[src/rtl/uart_pkg.sv]
// Shared UART definitions: frame states, legal parameter ranges and the
// baud divisor computation used by both the TX and the future RX path.
package uart_pkg;

    typedef enum logic [2:0] {
        IDLE   = 3'd0,
        START  = 3'd1,
        DATA   = 3'd2,
        PARITY = 3'd3,
        STOP   = 3'd4
    } uart_state_e;

    localparam int unsigned DATA_BITS_MIN  = 5;
    localparam int unsigned DATA_BITS_MAX  = 9;
    localparam int unsigned STOP_BITS_MIN  = 1;
    localparam int unsigned STOP_BITS_MAX  = 2;
    localparam int unsigned OVERSAMPLE_MIN = 2;

    // System clocks per oversample tick, truncated; 0 flags an unusable setting.
    function automatic int unsigned uart_div(input int unsigned sys_clk,
                                             input int unsigned baud,
                                             input int unsigned oversample);
        if ((baud * oversample) == 0) begin
            return 0;
        end
        return sys_clk / (baud * oversample);
    endfunction

endpackage

[src/rtl/uart_baud_tick.sv]
// Oversampled baud tick generator. Emits a one-cycle tick each time the
// divider wraps from DIV-1 to 0; clr restarts the phase so a frame begins
// exactly on a fresh tick boundary.
module uart_baud_tick
    import uart_pkg::*;
#(
    parameter int unsigned SYS_CLK    = 100_000_000,
    parameter int unsigned BAUD       = 9600,
    parameter int unsigned OVERSAMPLE = 16
) (
    input  logic clk,
    input  logic rst,
    input  logic clr,
    output logic tick
);

    localparam int unsigned DIV = uart_div(SYS_CLK, BAUD, OVERSAMPLE);
    localparam int unsigned CW  = (DIV > 1) ? $clog2(DIV) : 1;

    if (DIV < 1) begin : g_bad_div
        $error("uart_baud_tick: SYS_CLK / (BAUD * OVERSAMPLE) must be at least 1");
    end

    logic [CW-1:0] cnt_q;
    logic [CW-1:0] cnt_d;
    logic          wrap;

    // Next divider value and tick decode; a clear suppresses the tick.
    always_comb begin
        wrap = (cnt_q == CW'(DIV - 1));
        tick = wrap && !clr;
        if (clr || wrap) begin
            cnt_d = '0;
        end else begin
            cnt_d = cnt_q + CW'(1);
        end
    end

    // Divider counter register.
    always_ff @(posedge clk or negedge rst) begin
        if (!rst) begin
            cnt_q <= '0;
        end else begin
            cnt_q <= cnt_d;
        end
    end

endmodule

[src/rtl/uart_tx_param.sv]
// Parametrised UART transmitter: valid/ready byte intake, LSB-first
// serialisation with optional parity and one or two stop bits.
//
//   state  | meaning
//   -------+-----------------------------------------------
//   IDLE   | line high, o_ready high, waiting for i_valid
//   START  | driving the start bit (low)
//   DATA   | driving shift[0], one payload bit per period
//   PARITY | driving the parity bit captured at accept
//   STOP   | line high for STOP_BITS periods, then o_done
module uart_tx_param
    import uart_pkg::*;
#(
    parameter int unsigned SYS_CLK    = 100_000_000,
    parameter int unsigned BAUD       = 9600,
    parameter int unsigned OVERSAMPLE = 16,
    parameter int unsigned DATA_BITS  = 8,
    parameter int unsigned PARITY_EN  = 0,
    parameter int unsigned PARITY_ODD = 0,
    parameter int unsigned STOP_BITS  = 1
) (
    input  logic                 clk,
    input  logic                 rst,
    input  logic [DATA_BITS-1:0] i_data,
    input  logic                 i_valid,
    output logic                 o_ready,
    output logic                 o_busy,
    output logic                 o_done,
    output logic                 tx
);

    localparam int unsigned BW = $clog2(DATA_BITS + 1);
    localparam int unsigned OW = $clog2(OVERSAMPLE);

    if (DATA_BITS < DATA_BITS_MIN || DATA_BITS > DATA_BITS_MAX) begin : g_bad_data_bits
        $error("uart_tx_param: DATA_BITS must be 5..9");
    end
    if (STOP_BITS < STOP_BITS_MIN || STOP_BITS > STOP_BITS_MAX) begin : g_bad_stop_bits
        $error("uart_tx_param: STOP_BITS must be 1 or 2");
    end
    if (OVERSAMPLE < OVERSAMPLE_MIN) begin : g_bad_oversample
        $error("uart_tx_param: OVERSAMPLE must be at least 2");
    end

    uart_state_e          state_q, state_d;
    logic [DATA_BITS-1:0] shift_q, shift_d;
    logic                 parity_q, parity_d;
    logic [BW-1:0]        bit_cnt_q, bit_cnt_d;
    logic [OW-1:0]        os_cnt_q, os_cnt_d;
    logic                 tx_q, tx_d;
    logic                 ready_q, ready_d;
    logic                 busy_q, busy_d;
    logic                 done_q, done_d;
    logic                 accept;
    logic                 tick;
    logic                 bit_end;

    assign accept = i_valid && ready_q;

    uart_baud_tick #(
        .SYS_CLK    (SYS_CLK),
        .BAUD       (BAUD),
        .OVERSAMPLE (OVERSAMPLE)
    ) u_baud_tick (
        .clk  (clk),
        .rst  (rst),
        .clr  (accept),
        .tick (tick)
    );

    // Frame sequencing: next state, shift/parity capture and next line level.
    always_comb begin
        state_d   = state_q;
        shift_d   = shift_q;
        parity_d  = parity_q;
        bit_cnt_d = bit_cnt_q;
        tx_d      = tx_q;
        ready_d   = ready_q;
        busy_d    = busy_q;
        done_d    = 1'b0;

        bit_end = tick && (os_cnt_q == OW'(OVERSAMPLE - 1));

        if (state_q == IDLE || accept) begin
            os_cnt_d = '0;
        end else if (tick) begin
            os_cnt_d = (os_cnt_q == OW'(OVERSAMPLE - 1)) ? '0 : os_cnt_q + OW'(1);
        end else begin
            os_cnt_d = os_cnt_q;
        end

        case (state_q)
            IDLE: begin
                tx_d    = 1'b1;
                ready_d = 1'b1;
                busy_d  = 1'b0;
                if (accept) begin
                    state_d   = START;
                    shift_d   = i_data;
                    parity_d  = (^i_data) ^ (PARITY_ODD != 0);
                    bit_cnt_d = '0;
                    tx_d      = 1'b0;
                    ready_d   = 1'b0;
                    busy_d    = 1'b1;
                end
            end
            START: begin
                if (bit_end) begin
                    state_d = DATA;
                    tx_d    = shift_q[0];
                end
            end
            DATA: begin
                if (bit_end) begin
                    shift_d = shift_q >> 1;
                    if (bit_cnt_q == BW'(DATA_BITS - 1)) begin
                        bit_cnt_d = '0;
                        if (PARITY_EN != 0) begin
                            state_d = PARITY;
                            tx_d    = parity_q;
                        end else begin
                            state_d = STOP;
                            tx_d    = 1'b1;
                        end
                    end else begin
                        bit_cnt_d = bit_cnt_q + BW'(1);
                        tx_d      = shift_d[0];
                    end
                end
            end
            PARITY: begin
                if (bit_end) begin
                    state_d   = STOP;
                    bit_cnt_d = '0;
                    tx_d      = 1'b1;
                end
            end
            STOP: begin
                if (bit_end) begin
                    if (bit_cnt_q == BW'(STOP_BITS - 1)) begin
                        state_d   = IDLE;
                        bit_cnt_d = '0;
                        done_d    = 1'b1;
                        ready_d   = 1'b1;
                        busy_d    = 1'b0;
                    end else begin
                        bit_cnt_d = bit_cnt_q + BW'(1);
                    end
                    tx_d = 1'b1;
                end
            end
            default: begin
                state_d = IDLE;
                tx_d    = 1'b1;
                ready_d = 1'b1;
                busy_d  = 1'b0;
            end
        endcase
    end

    // State and registered outputs; reset forces the line high immediately.
    always_ff @(posedge clk or negedge rst) begin
        if (!rst) begin
            state_q   <= IDLE;
            shift_q   <= '0;
            parity_q  <= 1'b0;
            bit_cnt_q <= '0;
            os_cnt_q  <= '0;
            tx_q      <= 1'b1;
            ready_q   <= 1'b1;
            busy_q    <= 1'b0;
            done_q    <= 1'b0;
        end else begin
            state_q   <= state_d;
            shift_q   <= shift_d;
            parity_q  <= parity_d;
            bit_cnt_q <= bit_cnt_d;
            os_cnt_q  <= os_cnt_d;
            tx_q      <= tx_d;
            ready_q   <= ready_d;
            busy_q    <= busy_d;
            done_q    <= done_d;
        end
    end

    assign tx      = tx_q;
    assign o_ready = ready_q;
    assign o_busy  = busy_q;
    assign o_done  = done_q;

endmodule
[config.mk]
export PLATFORM = sky130hd
export DESIGN_NAME = uart_tx_param
export DESIGN_NICKNAME = d
export VERILOG_FILES = /design/src/rtl/uart_pkg.sv /design/src/rtl/uart_baud_tick.sv /design/src/rtl/uart_tx_param.sv
export SDC_FILE = /design/constraint.sdc
export NUM_CORES = 1
export LEC_CHECK = 0
export ABC_AREA = 1
export CELL_PAD_IN_SITES_DETAIL_PLACEMENT = 1
export CELL_PAD_IN_SITES_GLOBAL_PLACEMENT = 1
export CORE_UTILIZATION = 37
export CTS_CLUSTER_SIZE = 20
export DETAILED_ROUTE_END_ITERATION = 10
export GPL_TIMING_DRIVEN = 0
export PLACE_DENSITY = 0.79
export REMOVE_ABC_BUFFERS = 1
export SETUP_SLACK_MARGIN = 0.05
export SLEW_MARGIN = 30
export SYNTH_ARGS = -nofsm -noshare
export SYNTH_HDL_FRONTEND = slang
export SYNTH_SLANG_ARGS = --single-unit
[constraint.sdc]
create_clock -name clk -period 4.3 [get_ports clk]
set_clock_uncertainty 0.1 [all_clocks]
set_input_delay 0.645 -clock clk [delete_from_list [all_inputs] [get_ports clk]]
set_output_delay 0.645 -clock clk [all_outputs]
set_load 0.02 [all_outputs]
==> flow_metrics.tcl, run 1 <==
set metrics [dict create \
    grt_pass1_wl_mm 7.36 \
    clock_sinks 33 \
    num_rows 25 \
    drt_pass1_iterations 4 \
    crit_family "buffers and inverters" \
    coreArea_sq_mm 0.00472 \
    drtIter0Drc 59 \
    wl_met1_mm 1.85 \
    hold_viol_final 0 \
    place.gp.congestion 0.810 \
    final_common_cell "nand2_1" \
    drv_slew 0 \
    cts_resized 0 \
    powerDensity_mw_per_mm2 569 \
    cts_setup_buffers 0 \
    antenna_found_initial 0 \
    sw_frac_of_total 0.392 \
    clkSlewWorstSetupHoldPaths_ns 0.07 \
    clock_tree.root_cell "clkbuf_8" \
    postSynthCellCount 238 \
    switching_power_uw 484 \
    clockBufferDepth 2 \
    cts_hold_buf 0 \
    initial_utilization 0.387 \
    synth_area_sq_mm 0.00183 \
    yosys_warnings 0 \
    top_layer_used "met4" \
    ant_nets 0 \
    io_pins 15 \
    worst_slew_pin_slew_ns 0.438 \
    wl_met2_mm 2.10 \
    holdWs_ns 0.132 \
    route.met3.wl_microns 91 \
    synth.avg_cell_area_sq_um 7.68 \
    drive_gt1_frac 0.0965 \
    cts_tree "yes" \
    routed_wl_mm 4.16 \
    wl_per_cell_microns 12.8 \
    clock_latency_ns 0.29 \
    worstPathArrival_ns 1.46 \
    diodes 0 \
    fin_setup_tns_ns 0 \
    max-cap-violations 0 \
    num_vias 1568 \
    synth-seq-cells 33 \
    dpl.hpwl_mm 3.11 \
    grt_start_max_net_pins 24 \
    die_y_microns 72.3 \
    pwr-share-seq 0.382 \
    die_area_sq_mm 0.00523 \
    worst_ep_required_time_ns 3.56 \
    area_growth_pct 18.8 \
    ir_drop_v 0.000261 \
    criticalPathCategory "reg -> out" \
    max_freq_ghz 0.453 \
    grt_pass1_vias 1657 \
    rsz0062_at_grt "no" \
    setup_viol 0 \
    crit_path_max_fanout 4 \
    min_period_ns 2.21 \
    crit_slowest_cell "clkdlybuf4s50_1" \
    track_usage 0.185 \
    crit_path_cell_trace "clkdlybuf4s50_1" \
    drcViolationCount 0 \
    max-slew-margin-rel 0.708 \
    nets 274 \
    hp-class "in -> async" \
    viasPerCell 4.81 \
    io_buffers 14 \
    fin_crit_sh 0.513 \
    die_x_microns 72.3 \
    cpPeakStageDelay_ns 0.61 \
    ys_seq_area_frac 0.453 \
    endpoint_kind "primary output" \
    layout_common_cells "nand2_1 (87), dfrtp_1 (31), nand3_1 (25)" \
    status "completed" \
    ys_types 28 \
    p_int_uw 753 \
    p_comb_frac 0.372 \
    critPathBufInv 1 \
    numCtsBuffers 5 \
    cts_max_level 2 \
    grt_overflow 0 \
    cp-start-kind "register" \
    power.leakage_uw 0.00107 \
    p_clk_frac 0.245 \
]
## power groups by stage
stage	logic (uW)	clock network, uW	registers [uW]
5_1_grt	536	327	486
6_report	461	303	473
3_3_place_gp	446	0	475
3_5_place_dp	466	0	480
4_1_cts	468	315	475
2_1_floorplan	322	0	477
## registers in the layout, summed over array words and instances (netlist names)
signal,cells
o_busy,1
o_done,1
state_q,3
tx,1
bit_cnt_q,4
u_baud_tick.cnt_q,10
o_ready,1
os_cnt_q,4
shift_q,8
## per-stage QoR
step | instance area (sq um) | setup WS [ns] | power (uW) | util | cells
after floorplan | 1810 | 2.71 | 799 | - | 236
after global placement | 2030 | 1.78 | 922 | 0.430 | 317
after detailed placement | 2060 | 2.03 | 946 | 0.435 | 318
after CTS | 2170 | 2.07 | 1260 | 0.460 | 326
after global routing | 2170 | 2.06 | 1350 | 0.460 | 326
final | 2170 | 2.09 | 1240 | 0.460 | 326
## routing by layer
layer,global-route usage,vias up
li1,-,798
met1,0.208,737
met2,0.326,21
met3,0.0375,12
met4,0.107,0
met5,0,-
## cells by family (layout without fill, tap and decap cells)
family | Yosys count | after routing | synth area share
flip-flops | 33 | 33 | 0.453
AND/OR/NAND/NOR | 155 | 155 | 0.381
buffers and inverters | 23 | 44 | 0.0534
XOR/XNOR | 6 | 6 | 0.0287
adder cells (fa/ha/maj) | 5 | 5 | 0.0342
AO/OA/AOI/OAI | 16 | 16 | 0.0493
## cell usage after synthesis
master / number / area (sq um)
nand2_1: 87 / 327
dfrtp_1: 31 / 776
nand3_1: 25 / 125
nor2_1: 21 / 78.8
inv_1: 20 / 75.1
a21oi_1: 7 / 35.0
ha_1: 5 / 62.6
nand2_2: 5 / 31.3
o21ai_0: 5 / 25.0
nor3_1: 4 / 20.0
xor2_1: 4 / 35.0
nand4_1: 3 / 18.8
dfstp_2: 2 / 52.6
nor2_2: 2 / 12.5
nor2_4: 2 / 22.5
nor3b_1: 2 / 15.0
xnor2_1: 2 / 17.5
a21boi_0: 1 / 7.51
a31oi_1: 1 / 6.26
and3_2: 1 / 7.51
buf_2: 1 / 5.00
clkbuf_8: 1 / 13.8
inv_2: 1 / 3.75
nand2_4: 1 / 11.3
nand4_4: 1 / 21.3
o21ai_2: 1 / 8.76
o21bai_1: 1 / 7.51
or2_1: 1 / 6.26
## layout make-up
| class | instances | area [sq um] |
|---|---|---|
| repair buffers | 15 | 163 |
| clock buffers | 7 | 86.3 |
| clock inverters | 1 | 30.0 |
| inverters | 21 | 78.8 |
| well taps | 67 | 83.8 |
| fillers | 585 | 2550 |
| flip-flops and latches | 33 | 828 |
| multi-input cells | 182 | 902 |
## worst paths after layout
kind / start / endpoint / slack (ns) / cells after the start
min reg2reg: tx / tx / 0.39 / 2
max reg2reg: u_baud_tick.cnt_q[0] / bit_cnt_q[3] / 2.36 / 11
max in group asynchronous: rst / tx / 3.48 / 2
min: rst / u_baud_tick.cnt_q[3] / 0.13 / 1
min in group clk: tx / tx / 0.39 / 2
max: o_ready / o_ready / 2.09 / 1
Note: power is estimated with default switching activity, not from simulation.
==> run 2, diff against run 1 <==
==> constraint.sdc (replaced) <==
create_clock -name clk -period 2.08 [get_ports clk]
set_clock_uncertainty 0.1 [all_clocks]
set_input_delay 0.312 -clock clk [delete_from_list [all_inputs] [get_ports clk]]
set_output_delay 0.312 -clock clk [all_outputs]
set_load 0.02 [all_outputs]
==> run 2 against run 1 <==
Net effect: global-route usage unchanged; sequential power increased by 110%; worst setup slack got worse by 1.9 ns; critical path type unchanged; highest routed layer unchanged.
==> flow_metrics.tcl, run 2 (synthesized netlist as in run 1, its figures left out) <==
set metrics [dict create \
    status "completed" \
    coreArea_sq_mm 0.00472 \
    drt_pass1_iterations 4 \
    io_pins 15 \
    worstPathArrival_ns 1.46 \
    placed_area_sq_mm 0.00206 \
    cts_tree "yes" \
    grtUsageMet3 0.0375 \
    diodes 0 \
    drv_slew 0 \
    met1_usage 0.208 \
    met2_usage 0.326 \
    layout_common_cells "nand2_1 (85), dfrtp_1 (31), nand3_1 (25)" \
    p_comb_frac 0.376 \
    pwr-share-seq 0.381 \
    grt_start_max_net_pins 24 \
    final_util 0.466 \
    max-cap-violations 0 \
    die_y_microns 72.3 \
    reg_top3 "u_baud_tick.cnt_q (10), shift_q (8)" \
    dpl.hpwl_mm 3.11 \
    max-slew-margin-rel 0.705 \
    die_area_sq_mm 0.00523 \
    ant_nets 0 \
    hp-class "in -> async" \
    p_int_uw 1560 \
    clock_tree.root_cell "clkbuf_8" \
    fin_setup_tns_ns 0 \
    area_growth_pct 20.5 \
    drcViolationCount 0 \
    powerDensity_mw_per_mm2 1170 \
    regMostFlops "u_baud_tick.cnt_q" \
    multi_input_area_sq_um 907 \
    initial_utilization 0.387 \
    endpoint_kind "primary output" \
    num_vias 1577 \
    crit_path_cell_trace "clkdlybuf4s50_1" \
    p_clk_frac 0.244 \
    final_area_sq_mm 0.00220 \
    grt_overflow 0 \
    criticalPathCategory "reg -> out" \
    wl_per_cell_microns 12.7 \
    top_usage_layer "met2" \
    ff_latch_area_sq_um 828 \
    rsz0062_at_grt "no" \
    antenna_found_initial 0 \
    hold_viol_final 0 \
    die_x_microns 72.3 \
    num_rows 25 \
    cpPeakStageDelay_ns 0.61 \
    clkSlewWorstSetupHoldPaths_ns 0.07 \
    switching_power_uw 1000 \
    viasPerCell 4.79 \
    final_common_cell "nand2_1" \
    grt_pass1_wl_mm 7.36 \
    dp_slack_ns 0.141 \
    final.setup.worst_slack_ns 0.209 \
    clockBufferDepth 2 \
    numCtsBuffers 5 \
    clock_latency_ns 0.29 \
    crit_path_max_fanout 4 \
    crit_slowest_cell "clkdlybuf4s50_1" \
    setup_viol 0 \
    cp-start-kind "register" \
    drive_gt1_frac 0.111 \
    crit_family "buffers and inverters" \
    sw_frac_of_total 0.391 \
    clock_sinks 33 \
    grt_pass1_vias 1657 \
    fin_crit_sh 0.899 \
    largest_reg_flops 10 \
    routed_wl_mm 4.18 \
    worst_ep_required_time_ns 1.67 \
    track_usage 0.185 \
    critPathBufInv 1 \
    cts_max_level 2 \
    io_buffers 14 \
    fillers 583 \
    power.leakage_uw 0.00108 \
    holdWs_ns 0.338 \
    nets 277 \
    ir_drop_v 0.000540 \
    max_freq_ghz 0.534 \
    min_period_ns 1.87 \
    place.gp.congestion 0.810 \
    worst_slew_pin_slew_ns 0.442 \
    drtIter0Drc 53 \
]
## run 2: final cells by class
class | count | area share
Clock buffer | 7 | 0.0392
Tap cell | 67 | 0.0381
Inverter | 21 | 0.0358
Sequential cell | 33 | 0.376
Timing Repair Buffer | 18 | 0.0852
Multi-Input combinational cell | 182 | 0.412
Clock inverter | 1 | 0.0136
## run 2: power by group through the flow
stage	Combinational [uW]	Sequential (uW)	Clock, uW
6_report	964	978	625
5_1_grt	1120	1000	675
4_1_cts	969	982	652
3_5_place_dp	964	993	0
3_3_place_gp	922	983	0
2_1_floorplan	665	986	0
## run 2: path summary, 6_finish.rpt
kind	cells after the start	slack, ns	endpoint	start
min reg2reg	2	0.39	tx	tx
min	2	0.34	u_baud_tick.cnt_q[3]	rst
max reg2reg	10	0.27	shift_q[5]	u_baud_tick.cnt_q[0]
max in group asynchronous	3	1.06	tx	rst
min in group clk	2	0.39	tx	tx
max	1	0.21	o_ready	o_ready
## run 2: metrics by stage
stage / total power (uW) / std cells
after floorplan: 1650 / 236
after global placement: 1910 / 317
after detailed placement: 1960 / 318
after CTS: 2600 / 327
after global routing: 2800 / 329
final: 2570 / 329
## run 2: worst reg2reg max path, cell delays in order (launching register included)
cell	delay, ns
dfrtp_1	0.45
inv_1	0.09
ha_1	0.14
inv_1	0.04
nor2_1	0.11
nand3_1	0.13
nor2_4	0.19
nand4_4	0.20
nand2_4	0.17
nand2_1	0.07
nand2_1	0.05
## run 2: what timing repair did
item | in CTS | in global routing
setup buffers | 0 | 2
resized for setup | 0 | 2
hold endpoints to repair | 10 | 0
hold buffers | 1 | 0
setup endpoints to repair | 0 | 7
## run 2: routing by layer
layer	wire, microns	share of wire	vias to the layer above
met5	0	0	-
met4	102	0.024	0
met3	78	0.019	9
met2	2150	0.51	18
met1	1850	0.44	746
li1	-	-	804
